File: config.mk
export PLATFORM = sky130hd
export DESIGN_NAME = instr_issue_queue
export DESIGN_NICKNAME = d
export VERILOG_FILES = /design/src/rtl/cpu_pkg.sv /design/src/rtl/instr_decoder.sv /design/src/rtl/instr_issue_queue.sv
export SDC_FILE = /design/constraint.sdc
export NUM_CORES = 1
export LEC_CHECK = 0
export CORE_MARGIN = 1.5
export CORE_UTILIZATION = 50
export DETAILED_ROUTE_END_ITERATION = 7
export PLACE_DENSITY = 0.76
export RECOVER_POWER = 100
export SYNTH_ARGS = -nofsm -noshare
export SYNTH_HDL_FRONTEND = slang
export SYNTH_HIERARCHICAL = 1
export SYNTH_SLANG_ARGS = --single-unit
File: constraint.sdc
create_clock -name clk -period 2.95 [get_ports clk]
set_input_delay 0.885 -clock clk [delete_from_list [all_inputs] [get_ports clk]]
set_output_delay 0.885 -clock clk [all_outputs]
set_load 0.02 [all_outputs]
File: src/rtl/cpu_pkg.sv
// Shared encodings for the instruction issue queue and its decoder.
package cpu_pkg;

  localparam logic [2:0] RN = 3'b100;
  localparam logic [2:0] RD = 3'b010;
  localparam logic [2:0] RM = 3'b001;

  localparam logic [2:0] OPC_ALU = 3'b101;
  localparam logic [2:0] OPC_MOV = 3'b110;

  typedef enum logic [1:0] {
    IDLE,
    LAUNCH,
    EXEC
  } issue_state_t;

endpackage

File: src/rtl/instr_decoder.sv
// Combinational decode of the held instruction into controller/datapath fields.
module instr_decoder
  import cpu_pkg::*;
(
  input  logic [15:0] ir_i,
  input  logic [2:0]  nsel_i,
  output logic [2:0]  opcode_o,
  output logic [1:0]  op_o,
  output logic [1:0]  shift_o,
  output logic [15:0] sximm8_o,
  output logic [15:0] sximm5_o,
  output logic [2:0]  readnum_o,
  output logic [2:0]  writenum_o
);

  assign opcode_o = ir_i[15:13];
  assign op_o     = ir_i[12:11];
  assign shift_o  = ir_i[4:3];
  assign sximm8_o = {{8{ir_i[7]}}, ir_i[7:0]};
  assign sximm5_o = {{11{ir_i[4]}}, ir_i[4:0]};

  always_comb begin
    readnum_o = 3'b000;
    case (nsel_i)
      RN:      readnum_o = ir_i[10:8];
      RD:      readnum_o = ir_i[7:5];
      RM:      readnum_o = ir_i[2:0];
      default: readnum_o = 3'b000;
    endcase
  end

  assign writenum_o = readnum_o;

endmodule

File: src/rtl/instr_issue_queue.sv
// Instruction FIFO feeding the FSM controller one instruction at a time via the s/w handshake;
// the issued instruction is held in ir until the controller returns to WAIT.
module instr_issue_queue
  import cpu_pkg::*;
#(
  parameter int unsigned DEPTH = 4
) (
  input  logic        clk,
  input  logic        reset_n,
  input  logic        in_valid,
  input  logic [15:0] in_instr,
  output logic        in_ready,
  input  logic        w,
  input  logic [2:0]  nsel,
  output logic        s,
  output logic [2:0]  opcode,
  output logic [1:0]  op,
  output logic [1:0]  shift,
  output logic [15:0] sximm8,
  output logic [15:0] sximm5,
  output logic [2:0]  readnum,
  output logic [2:0]  writenum,
  output logic        busy,
  output logic        empty,
  output logic [7:0]  issued
);

  localparam int unsigned AW   = $clog2(DEPTH);
  localparam int unsigned PtrW = AW + 1;

  logic [15:0]     mem_q [DEPTH];
  logic [PtrW-1:0] wr_ptr_q, wr_ptr_d;
  logic [PtrW-1:0] rd_ptr_q, rd_ptr_d;
  issue_state_t    state_q, state_d;
  logic [15:0]     ir_q, ir_d;
  logic [7:0]      issued_q, issued_d;

  logic full;
  logic push;
  logic pop;

  // Extra pointer bit distinguishes full from empty when the index bits match.
  assign empty = (wr_ptr_q == rd_ptr_q);
  assign full  = (wr_ptr_q[AW] != rd_ptr_q[AW]) && (wr_ptr_q[AW-1:0] == rd_ptr_q[AW-1:0]);

  assign in_ready = !full;
  assign push     = in_valid && !full;

  always_comb begin
    state_d  = state_q;
    ir_d     = ir_q;
    issued_d = issued_q;
    pop      = 1'b0;
    case (state_q)
      IDLE: begin
        if (!empty && w) begin
          pop     = 1'b1;
          ir_d    = mem_q[rd_ptr_q[AW-1:0]];
          state_d = LAUNCH;
        end
      end
      LAUNCH: begin
        if (!w) state_d = EXEC;
      end
      EXEC: begin
        if (w) begin
          issued_d = issued_q + 8'd1;
          state_d  = IDLE;
        end
      end
      default: state_d = IDLE;
    endcase
  end

  assign wr_ptr_d = wr_ptr_q + {{AW{1'b0}}, push};
  assign rd_ptr_d = rd_ptr_q + {{AW{1'b0}}, pop};

  always_ff @(posedge clk) begin
    if (!reset_n) begin
      state_q  <= IDLE;
      ir_q     <= 16'h0000;
      issued_q <= 8'd0;
      wr_ptr_q <= '0;
      rd_ptr_q <= '0;
    end else begin
      state_q  <= state_d;
      ir_q     <= ir_d;
      issued_q <= issued_d;
      wr_ptr_q <= wr_ptr_d;
      rd_ptr_q <= rd_ptr_d;
    end
  end

  // Storage needs no reset: entries are only read between the pointers.
  always_ff @(posedge clk) begin
    if (push) mem_q[wr_ptr_q[AW-1:0]] <= in_instr;
  end

  assign s      = (state_q == LAUNCH);
  assign busy   = (state_q != IDLE);
  assign issued = issued_q;

  instr_decoder u_decoder (
    .ir_i       (ir_q),
    .nsel_i     (nsel),
    .opcode_o   (opcode),
    .op_o       (op),
    .shift_o    (shift),
    .sximm8_o   (sximm8),
    .sximm5_o   (sximm5),
    .readnum_o  (readnum),
    .writenum_o (writenum)
  );

endmodule
Word-level counts from Yosys, hierarchy flattened
Memory sizes are Yosys's and may differ from the RTL's. A register that Yosys moved wholly into a read port is not among the register bits.
Cells that the tools add are included.
{"block": "op_classes", "add_sub_neg": 3, "eq_ne": 11, "muxes": 9, "reduce_logical": 11}
{"op": "case mux 3 bit (3 select lines)", "n": 1}
{"op": "adder 8 x 1 -> 8 bit, second input constant", "n": 1}
{"op": "adder 3 x 1 -> 3 bit", "n": 2}
{"op": "2-to-1 mux 2 bit", "n": 3}
{"op": "inequality test 2 bit, second input constant", "n": 3}
{"op": "case mux 2 bit (3 select lines)", "n": 1}
{"op": "2-to-1 mux 1 bit", "n": 4}
{"op": "AND reduction 2 bit", "n": 2}
{"op": "equality test 3 x 1 -> 1 bit, second input constant", "n": 1}
{"op": "equality test 3 x 2 -> 1 bit, second input constant", "n": 1}
{"op": "equality test 3 bit", "n": 1}
{"op": "equality test 3 bit, second input constant", "n": 1}
{"op": "logical AND 1 bit", "n": 3}
{"op": "logical NOT 1 bit", "n": 3}
{"op": "AND reduction 3 bit", "n": 1}
{"op": "equality test 2 x 1 -> 1 bit, second input constant", "n": 1}
{"op": "equality test 2 bit", "n": 1}
{"op": "equality test 2 bit, second input constant", "n": 1}
{"op": "logical NOT 2 bit", "n": 1}
{"op": "nonzero test 2 bit", "n": 1}
{"op": "inequality test 1 bit", "n": 1}
{"block": "word_totals", "reg_bits": 16, "ram_bits": 64, "inputBits": 23, "out_inout_bits": 57, "elab_cells": 39, "memories": 1}
{"name": "mem_q", "words": 4, "word_bits": 16, "read_ports": 1, "rd_clocked_by_memory_dff": 1, "wr": 1, "line": "instr_issue_queue.sv:31", "source": "logic [15:0] mem_q [DEPTH];"}

Longest topological paths before layout
Gate-level depths: netlist of the first run.
{"block": "logic_depth", "word_depth": 6, "mapped_depth": 10, "mapped_depth_nobuf": 7}

Hierarchy
Netlist of the first run, hierarchy kept.
{"mod": "instr_issue_queue", "instances": 1, "cells_each": 237, "area_per_inst_um2": 3756.1, "seq_area_each_um2": 2562.5}
{"mod": "instr_decoder", "instances": 1, "cells_each": 53, "area_per_inst_um2": 414.1, "seq_area_each_um2": 0.0}

Least setup slack after synthesis of the first run
OpenSTA, ideal clock, no wires.
{"block": "synth_timing", "kind": "input -> register", "from": "input port in_valid", "to": "memory mem_q[1][0] (enable)", "setup_ns": 0.413, "arrival_time_ns": 2.264, "required_time_ns": 2.537, "slack_ns": 0.273, "cell_stages": 2, "n_path_buf": 0, "path_cell_list": "o31ai_1 > nor3b_1"}
{"block": "synth_via", "elab_chain_len": 3}
{"item": "start, declared", "line": "instr_issue_queue.sv:10", "source": "input logic in_valid,"}
{"item": "logical AND 1 bit", "line": "instr_issue_queue.sv:47", "source": "assign push = in_valid && !full;"}
{"item": "2-to-1 mux 1 bit", "line": "instr_issue_queue.sv:96", "source": "if (push) mem_q[wr_ptr_q[AW-1:0]] <= in_instr;"}
{"item": "2-to-1 mux 1 bit (implied by the code)", "line": "instr_issue_queue.sv:96"}
{"item": "end, declared", "line": "instr_issue_queue.sv:31"}
Every way passes these cells.

Final worst setup path of the first run
{"block": "layout_timing", "from": "input port nsel[2]", "to": "output port writenum[1]"}
{"block": "layout_via", "elab_chain_len": 2, "word_cells_on_any_way": 4, "cone_classes": "eq/ne (3); mux (1)"}
{"item": "start, declared", "line": "instr_issue_queue.sv:14", "source": "input logic [2:0] nsel,"}
{"item": "equality test 3 x 1 -> 1 bit (tied with other cells)", "line": "instr_decoder.sv:24", "source": "case (nsel_i)"}
{"item": "case mux 3 bit (3 select lines) *", "line": "instr_decoder.sv:24"}
{"item": "end, declared", "line": "instr_issue_queue.sv:22", "source": "output logic [2:0] writenum,"}
Every way passes the cells marked *; elsewhere a longest branch is shown, timed or not.

==> metrics.cfg, run 1 <==
[cts]
numCtsBuffers=9
cts.path.max_buffers=2
cts_root_buf=clkbuf_8
clk_pin_slew_ps=100
clock_latency_ps=360
htreeDepth=3
tritoncts=yes
cts.sinks=96

[hold_path]
hp-class=flop to flop

[logic_synthesis]
syn_avg_cell_area_sq_um=14.4
ys.flop_type=edfxtp_1
async_flop_share_pct=0
synth-xor-area-share_pct=2.07
synthCells=290
synth_edf_count=64
syn-cell-area_sq_um=4170
synthSimpleGateAreaFrac_pct=9.57
synth_top_family_by_area=multiplexers
synthTopCellsByArea=edfxtp_1 (46%), dfxtp_1 (15%), buf_4 (7.9%)
syn-num-nets=318
synth_fa_ha_area_share_pct=1.50
yosysTopAreaCell=edfxtp_1
synth_top_cell_area_share_pct=46.1
synth_cell_types=42
yosysSeqAreaShare_pct=61.4
synth_mux_area_share_pct=13.4
yosysWarnings=6
synth-compound-area-share_pct=2.31
ys_ff_latch=96

[timing]
min_period_ps=2880
rsz0062_at_grt=false
hold_slack_ps=461
worst_slew_pin_slew_ps=1030
setup_violations=0
hold_violations=0
skew_ps=7.30
slew_headroom_pct=31.4
fin_tns_setup_ps=0
fin_crit_sh_pct=97.7
slew_viol_final=0
fmax_mhz=347

[global_routing]
gr-total-overflow=0
grt_pass1_vias=2188
grt_usage_pct=16.3
antenna_found_initial=0
grt_max_degree=40
grt_pass1_wl_um=10700

[drt]
drtPass1Iterations=4
totalWireLength_um=6660
ant_nets=0
drtIter0Drc=106
wl_per_cell_um=14.9
vias=2289
via_per_inst=5.12
drc_errors=0

[critical_path]
cp_num_cells=4
cp_data_arrival_time_ps=2000
ff2ff_path_depth=4
critPathRequiredTime_ps=2070
cp_top_family=buffers and inverters
worstReg2RegEnd=mem_q[1][2]$_DFFE_PP_
max_stage_delay_ps=360
crit_slowest_cell=a221o_2
path_max_fanout=7
startpoint_type=input pin
crit_path_end=writenum[1]
crit_buf_inv=2
worstPathCellList=dlygate4sd2_1 > and2_0 > a221o_2 > clkdlybuf4s15_1
cp-startpoint=nsel[2]
reg2reg_from=wr_ptr_q[0]$_SDFF_PN0_
setup.worst_path.end_class=output pin
regToRegSetupSlack_ps=500
path_class=input pin to output pin

[floorplan]
ios=80
initial_core_util_pct=51.3
dieArea_sq_um=8900
die_w_um=94.3
die_h_um=94.3
core-area_sq_um=8130
row_count=33

[placement]
place_congestion=0.728
place_inst=431
place_hpwl_um=4690
port_buffers=79

[final_layout]
syn_to_final_growth_pct=19.1
utilization_pct=61.0
stdcell_count=447
drive_gt1_share_pct=12.9
antennaDiodeCount=0
nets=365
fill_cells=623

[run_status]
outcome=completed

[pwr]
ir_drop_mv=0.263
power_density_nw_per_um2=625
p_leak_uw=0.00193

[job]
cap_violations=0

-- worst min-delay path: stages (launching register included) --
cell	delay, ps
dfxtp_1	320
nand2_1	50
mux2i_1	50
-- stage by stage --
step | total power (uW) | area, sq um | setup WS (ps)
floorplan | 2190 | 4170 | 273
global placement | 2360 | 4800 | -377
detailed placement | 2380 | 4800 | -456
CTS | 3200 | 4990 | 13.6
global route | 3250 | 4960 | 15.5
finish | 3100 | 4960 | 68.3
-- cell families (layout without fill, tap and decap cells) --
logic type	Yosys count	count (layout)
flip-flops	96	96
AND/OR/NAND/NOR	77	77
buffers and inverters	56	108
multiplexers	34	34
AO/OA/AOI/OAI	13	13
XOR/XNOR	9	9
adder cells (fa/ha/maj)	5	5
-- cell type report --
class                   instances  area (sq um)  share of cell area [%]
clock buffers                   9           124                    2.49
flip-flops and latches         96          2560                    51.6
repair buffers                 89           831                    16.7
multi-input cells             138          1230                    24.8
well taps                     105           131                    2.65
inverters                       3          11.3                   0.227
clock inverters                 7          73.8                    1.49
-- flip-flops by register name, indices dropped and copies added, names as in the netlist --
signal and flops:
mem_q 64, wr_ptr_q 3, rd_ptr_q 3, ir_q 16, state_q 2, issued 8
-- synthesized netlist by cell type, types with 3 or more instances --
master,number
o31ai_1,3
and2_1,4
nor3b_1,3
mux2i_1,18
mux4_1,5
or3_1,3
nand2_1,37
buf_4,44
xor2_1,4
xnor2_1,4
nor2_1,6
edfxtp_1,64
ha_1,5
a21oi_1,4
dfxtp_1,32
mux4_2,11
nand3_1,3
clkbuf_1,3
nor3_1,4
nor4bb_1,3
-- worst min-delay path by stage --
| stage | startpoint | depth (start not counted) | endpoint | slack [ps] |
|---|---|---|---|---|
| 2_1_floorplan | ir_q[10]$_SDFFE_PN0P_ | 2 | ir_q[10]$_SDFFE_PN0P_ | 430 |
| 3_3_place_gp | ir_q[10]$_SDFFE_PN0P_ | 2 | ir_q[10]$_SDFFE_PN0P_ | 450 |
| 3_5_place_dp | ir_q[10]$_SDFFE_PN0P_ | 2 | ir_q[10]$_SDFFE_PN0P_ | 450 |
| 4_1_cts | ir_q[10]$_SDFFE_PN0P_ | 2 | ir_q[10]$_SDFFE_PN0P_ | 470 |
| 5_1_grt | ir_q[15]$_SDFFE_PN0P_ | 2 | ir_q[15]$_SDFFE_PN0P_ | 500 |
| 6_report | ir_q[10]$_SDFFE_PN0P_ | 2 | ir_q[10]$_SDFFE_PN0P_ | 460 |
-- what timing repair did --
item | CTS | global route
pin swaps | 0 | 0
setup endpoints to repair | 6 | 1
hold buffers | 0 | 0
setup buffers | 0 | 0
gates resized for setup | 22 | 1
-- routing by layer --
metal  wire, um  vias to the layer above  global-route usage [%]
li1           -                     1117                       -
met1       2860                     1088                    20.0
met2       3320                       72                    27.5
met3        307                       12                    3.56
met4        170                        0                    7.21
met5          0                        -                       0
-- placed cells by master (no fill, tap or decap), types with 4 or more instances in the layout --
cell type / n
dlygate4sd3_1: 68
edfxtp_1: 64
nand2_1: 37
dfxtp_1: 32
mux2i_1: 18
mux4_2: 11
clkbuf_8: 9
clkbuf_1: 7
nor2_1: 6
mux4_1: 5
ha_1: 5
xnor2_1: 4
a21oi_1: 4
-- report_power, final --
part | switching (uW) | internal (uW) | total (uW) | leakage (uW)
registers | 58.0 | 1530 | 1590 | 0.000848
logic | 361 | 334 | 695 | 0.000982
clock network | 492 | 333 | 824 | 0.000101
Power figures use the tool's default switching activity.
==> inputs of run 2 (changes only) <==
--- a/config.mk
+++ b/config.mk
@@ -5,11 +5,10 @@
 export SDC_FILE = /design/constraint.sdc
 export NUM_CORES = 1
 export LEC_CHECK = 0
-export CORE_MARGIN = 1.5
+export CORE_MARGIN = 5
 export CORE_UTILIZATION = 50
 export DETAILED_ROUTE_END_ITERATION = 7
 export PLACE_DENSITY = 0.76
-export RECOVER_POWER = 100
 export SYNTH_ARGS = -nofsm -noshare
 export SYNTH_HDL_FRONTEND = slang
 export SYNTH_HIERARCHICAL = 1
==> run 2 against run 1 <==
First-iteration DRC count grew 74%. Highest routed layer unchanged. Non-clock buffer count shrank 1. Sequential power is essentially flat. Cell count shrank 0.22%. Global-route usage shrank 1.5 points. Maximum frequency grew 1.6%. Flip-flop and latch count is the same. Critical endpoint is now in_ready. Largest cell class unchanged. Clock power is essentially flat. Utilization shrank 0.11 points. Cell area grew 0.33%.
==> metrics.cfg, run 2 (same netlist as run 1, synthesis figures left out) <==
[final_layout]
drive_gt1_share_pct=16.4
most-common-layout-cells=clkdlybuf4s50_1 (70), edfxtp_1 (64), nand2_1 (37), dfxtp_1 (32), mux2i_1 (18)
antennaDiodeCount=0
syn_to_final_growth_pct=19.4
fill_cells=623
nets=364
stdcell_count=446
largest_reg_flops=64
final_common_cell=clkdlybuf4s50_1

[placement]
place_inst=430
port_buffers=79
dpl_worst_slack_ps=-515
place_hpwl_um=5060
place_congestion=0.771

[critical_path]
cp_data_arrival_time_ps=1950
crit_slowest_cell=clkdlybuf4s50_1
path_class=flop to output pin
regToRegSetupSlack_ps=750
startpoint_type=flop
worstPathCellList=xor2_2 > or3_1 > clkdlybuf4s50_1
setup.worst_path.end_class=output pin
critPathRequiredTime_ps=2070
crit_buf_inv=1
cp_top_family=buffers and inverters
max_stage_delay_ps=550
worstReg2RegEnd=wr_ptr_q[1]$_SDFF_PN0_
reg2reg_from=wr_ptr_q[0]$_SDFF_PN0_
ff2ff_path_depth=6
path_max_fanout=6

[drt]
totalWireLength_um=7290
drtIter0Drc=184
ant_nets=0
via_per_inst=5.17
wl_per_cell_um=16.3
drc_errors=0
vias=2304
drtPass1Iterations=4

[cts]
cts_hold_buf=0
cts_setup_buffers=0
cts.sinks=96
numCtsBuffers=9
cts_root_buf=clkbuf_8
clock_latency_ps=360
htreeDepth=3
tritoncts=yes
clk_pin_slew_ps=100
cts.path.max_buffers=2

[pwr]
sequentialPowerShare_pct=50.3
comb_power_share_pct=23.7
power_switching_uw=927
p_int_uw=2240
swShare_pct=29.3
ir_drop_mv=0.384
pwr-share-clk_pct=26.1
p_leak_uw=0.00180
power_density_nw_per_um2=635

[run_status]
outcome=completed

[hold_path]
min_path_cells=2
hold_start=ir_q[9]$_SDFFE_PN0P_
hp-class=flop to flop
hold_end=ir_q[9]$_SDFFE_PN0P_

[global_routing]
grt_pass1_vias=2321
antenna_found_initial=0
grt_usage_pct=14.8
grt_pass1_wl_um=11500
grt_max_degree=21
gr-total-overflow=0

[floorplan]
ios=80
core-area_sq_um=8180
dieArea_sq_um=10300
die_h_um=101
row_count=33
die_w_um=101
initial_core_util_pct=51.0

[timing]
worst_slew_pin_slew_ps=744
hold_violations=0
slew_viol_final=0
slew_headroom_pct=50.0
fin_ws_ps=113
min_period_ps=2840
rsz0062_at_grt=false
fin_crit_sh_pct=96.2
setup_violations=0
fmax_mhz=352
skew_ps=10.7

[job]
cap_violations=0

==> run 2: changes by cell type in the layout (fill, tap and decap cells not counted), moves of 3 or more <==
cell,before,now
buf_4,2,9
clkbuf_1,7,0
clkbuf_2,2,6
clkdlybuf4s15_1,3,0
clkdlybuf4s50_1,2,70
dlygate4sd3_1,68,0
==> run 2: per-layer routing <==
layer,vias to the layer above,routed length (um),global-route usage [%]
met5,-,0,0
met4,0,107,5.73
met3,9,458,3.86
met2,73,3710,25.7
met1,1110,3020,17.6
li1,1112,-,-
==> run 2: worst max path at each step <==
stage	from	end	slack, ps	depth (start not counted)
floorplan	in_valid	mem_q[1][0]$_DFFE_PP_	270	2
global placement	nsel[1]	writenum[0]	-380	4
detailed placement	nsel[2]	readnum[0]	-520	4
CTS	nsel[1]	writenum[0]	-4	4
global route	wr_ptr_q[0]$_SDFF_PN0_	in_ready	40	3
finish	wr_ptr_q[0]$_SDFF_PN0_	in_ready	110	3
==> run 2: timing repair <==
action                     CTS  global route
resized for setup           17             8
setup endpoints to repair    7             6
pin swaps                    2             0
==> run 2: cell type report <==
| class | instances | area (sq um) | share of cell area (%) |
|---|---|---|---|
| tap | 105 | 131 | 2.64 |
| inverter | 3 | 11.3 | 0.226 |
| sequential | 96 | 2560 | 51.4 |
| clock inverter | 7 | 73.8 | 1.48 |
| multi-input combinational | 138 | 1250 | 25.2 |
| clock buffer | 9 | 124 | 2.49 |
| timing repair buffer | 88 | 825 | 16.6 |
==> run 2: power groups by stage <==
| stage | Clock (uW) | Combinational (uW) | Sequential (uW) |
|---|---|---|---|
| 2_1_floorplan | 0 | 590 | 1600 |
| 3_3_place_gp | 0 | 750 | 1620 |
| 3_5_place_dp | 0 | 762 | 1620 |
| 4_1_cts | 850 | 762 | 1590 |
| 5_1_grt | 904 | 800 | 1600 |
| 6_report | 825 | 749 | 1590 |
==> run 2: stage by stage <==
stage | setup TNS [ps] | hold WS, ps | util [%] | power, uW | area [sq um]
6_report | 0 | 461 | 60.9 | 3160 | 4980
5_1_grt | 0 | 497 | 60.9 | 3310 | 4980
4_1_cts | -4.29 | 468 | 61.2 | 3200 | 5000
3_5_place_dp | -2900 | 454 | 58.6 | 2390 | 4790
3_3_place_gp | -2270 | 449 | 58.6 | 2370 | 4790
2_1_floorplan | 0 | 433 | - | 2190 | 4170
==> run 2: worst min-delay path, delay by kind of cell, from the launching register on <==
kind / cells / cell delay, ps
flip-flops: 1 / 320
AND/OR/NAND/NOR: 1 / 50
multiplexers: 1 / 50
==> inputs of run 3 (changes only) <==
--- a/config.mk
+++ b/config.mk
@@ -5,6 +5,7 @@
 export SDC_FILE = /design/constraint.sdc
 export NUM_CORES = 1
 export LEC_CHECK = 0
+export CAP_MARGIN = 10
 export CORE_MARGIN = 5
 export CORE_UTILIZATION = 50
 export DETAILED_ROUTE_END_ITERATION = 7
==> results of run 3 <==
No change in the layout: final DEF, timing and power equal those of run 2.
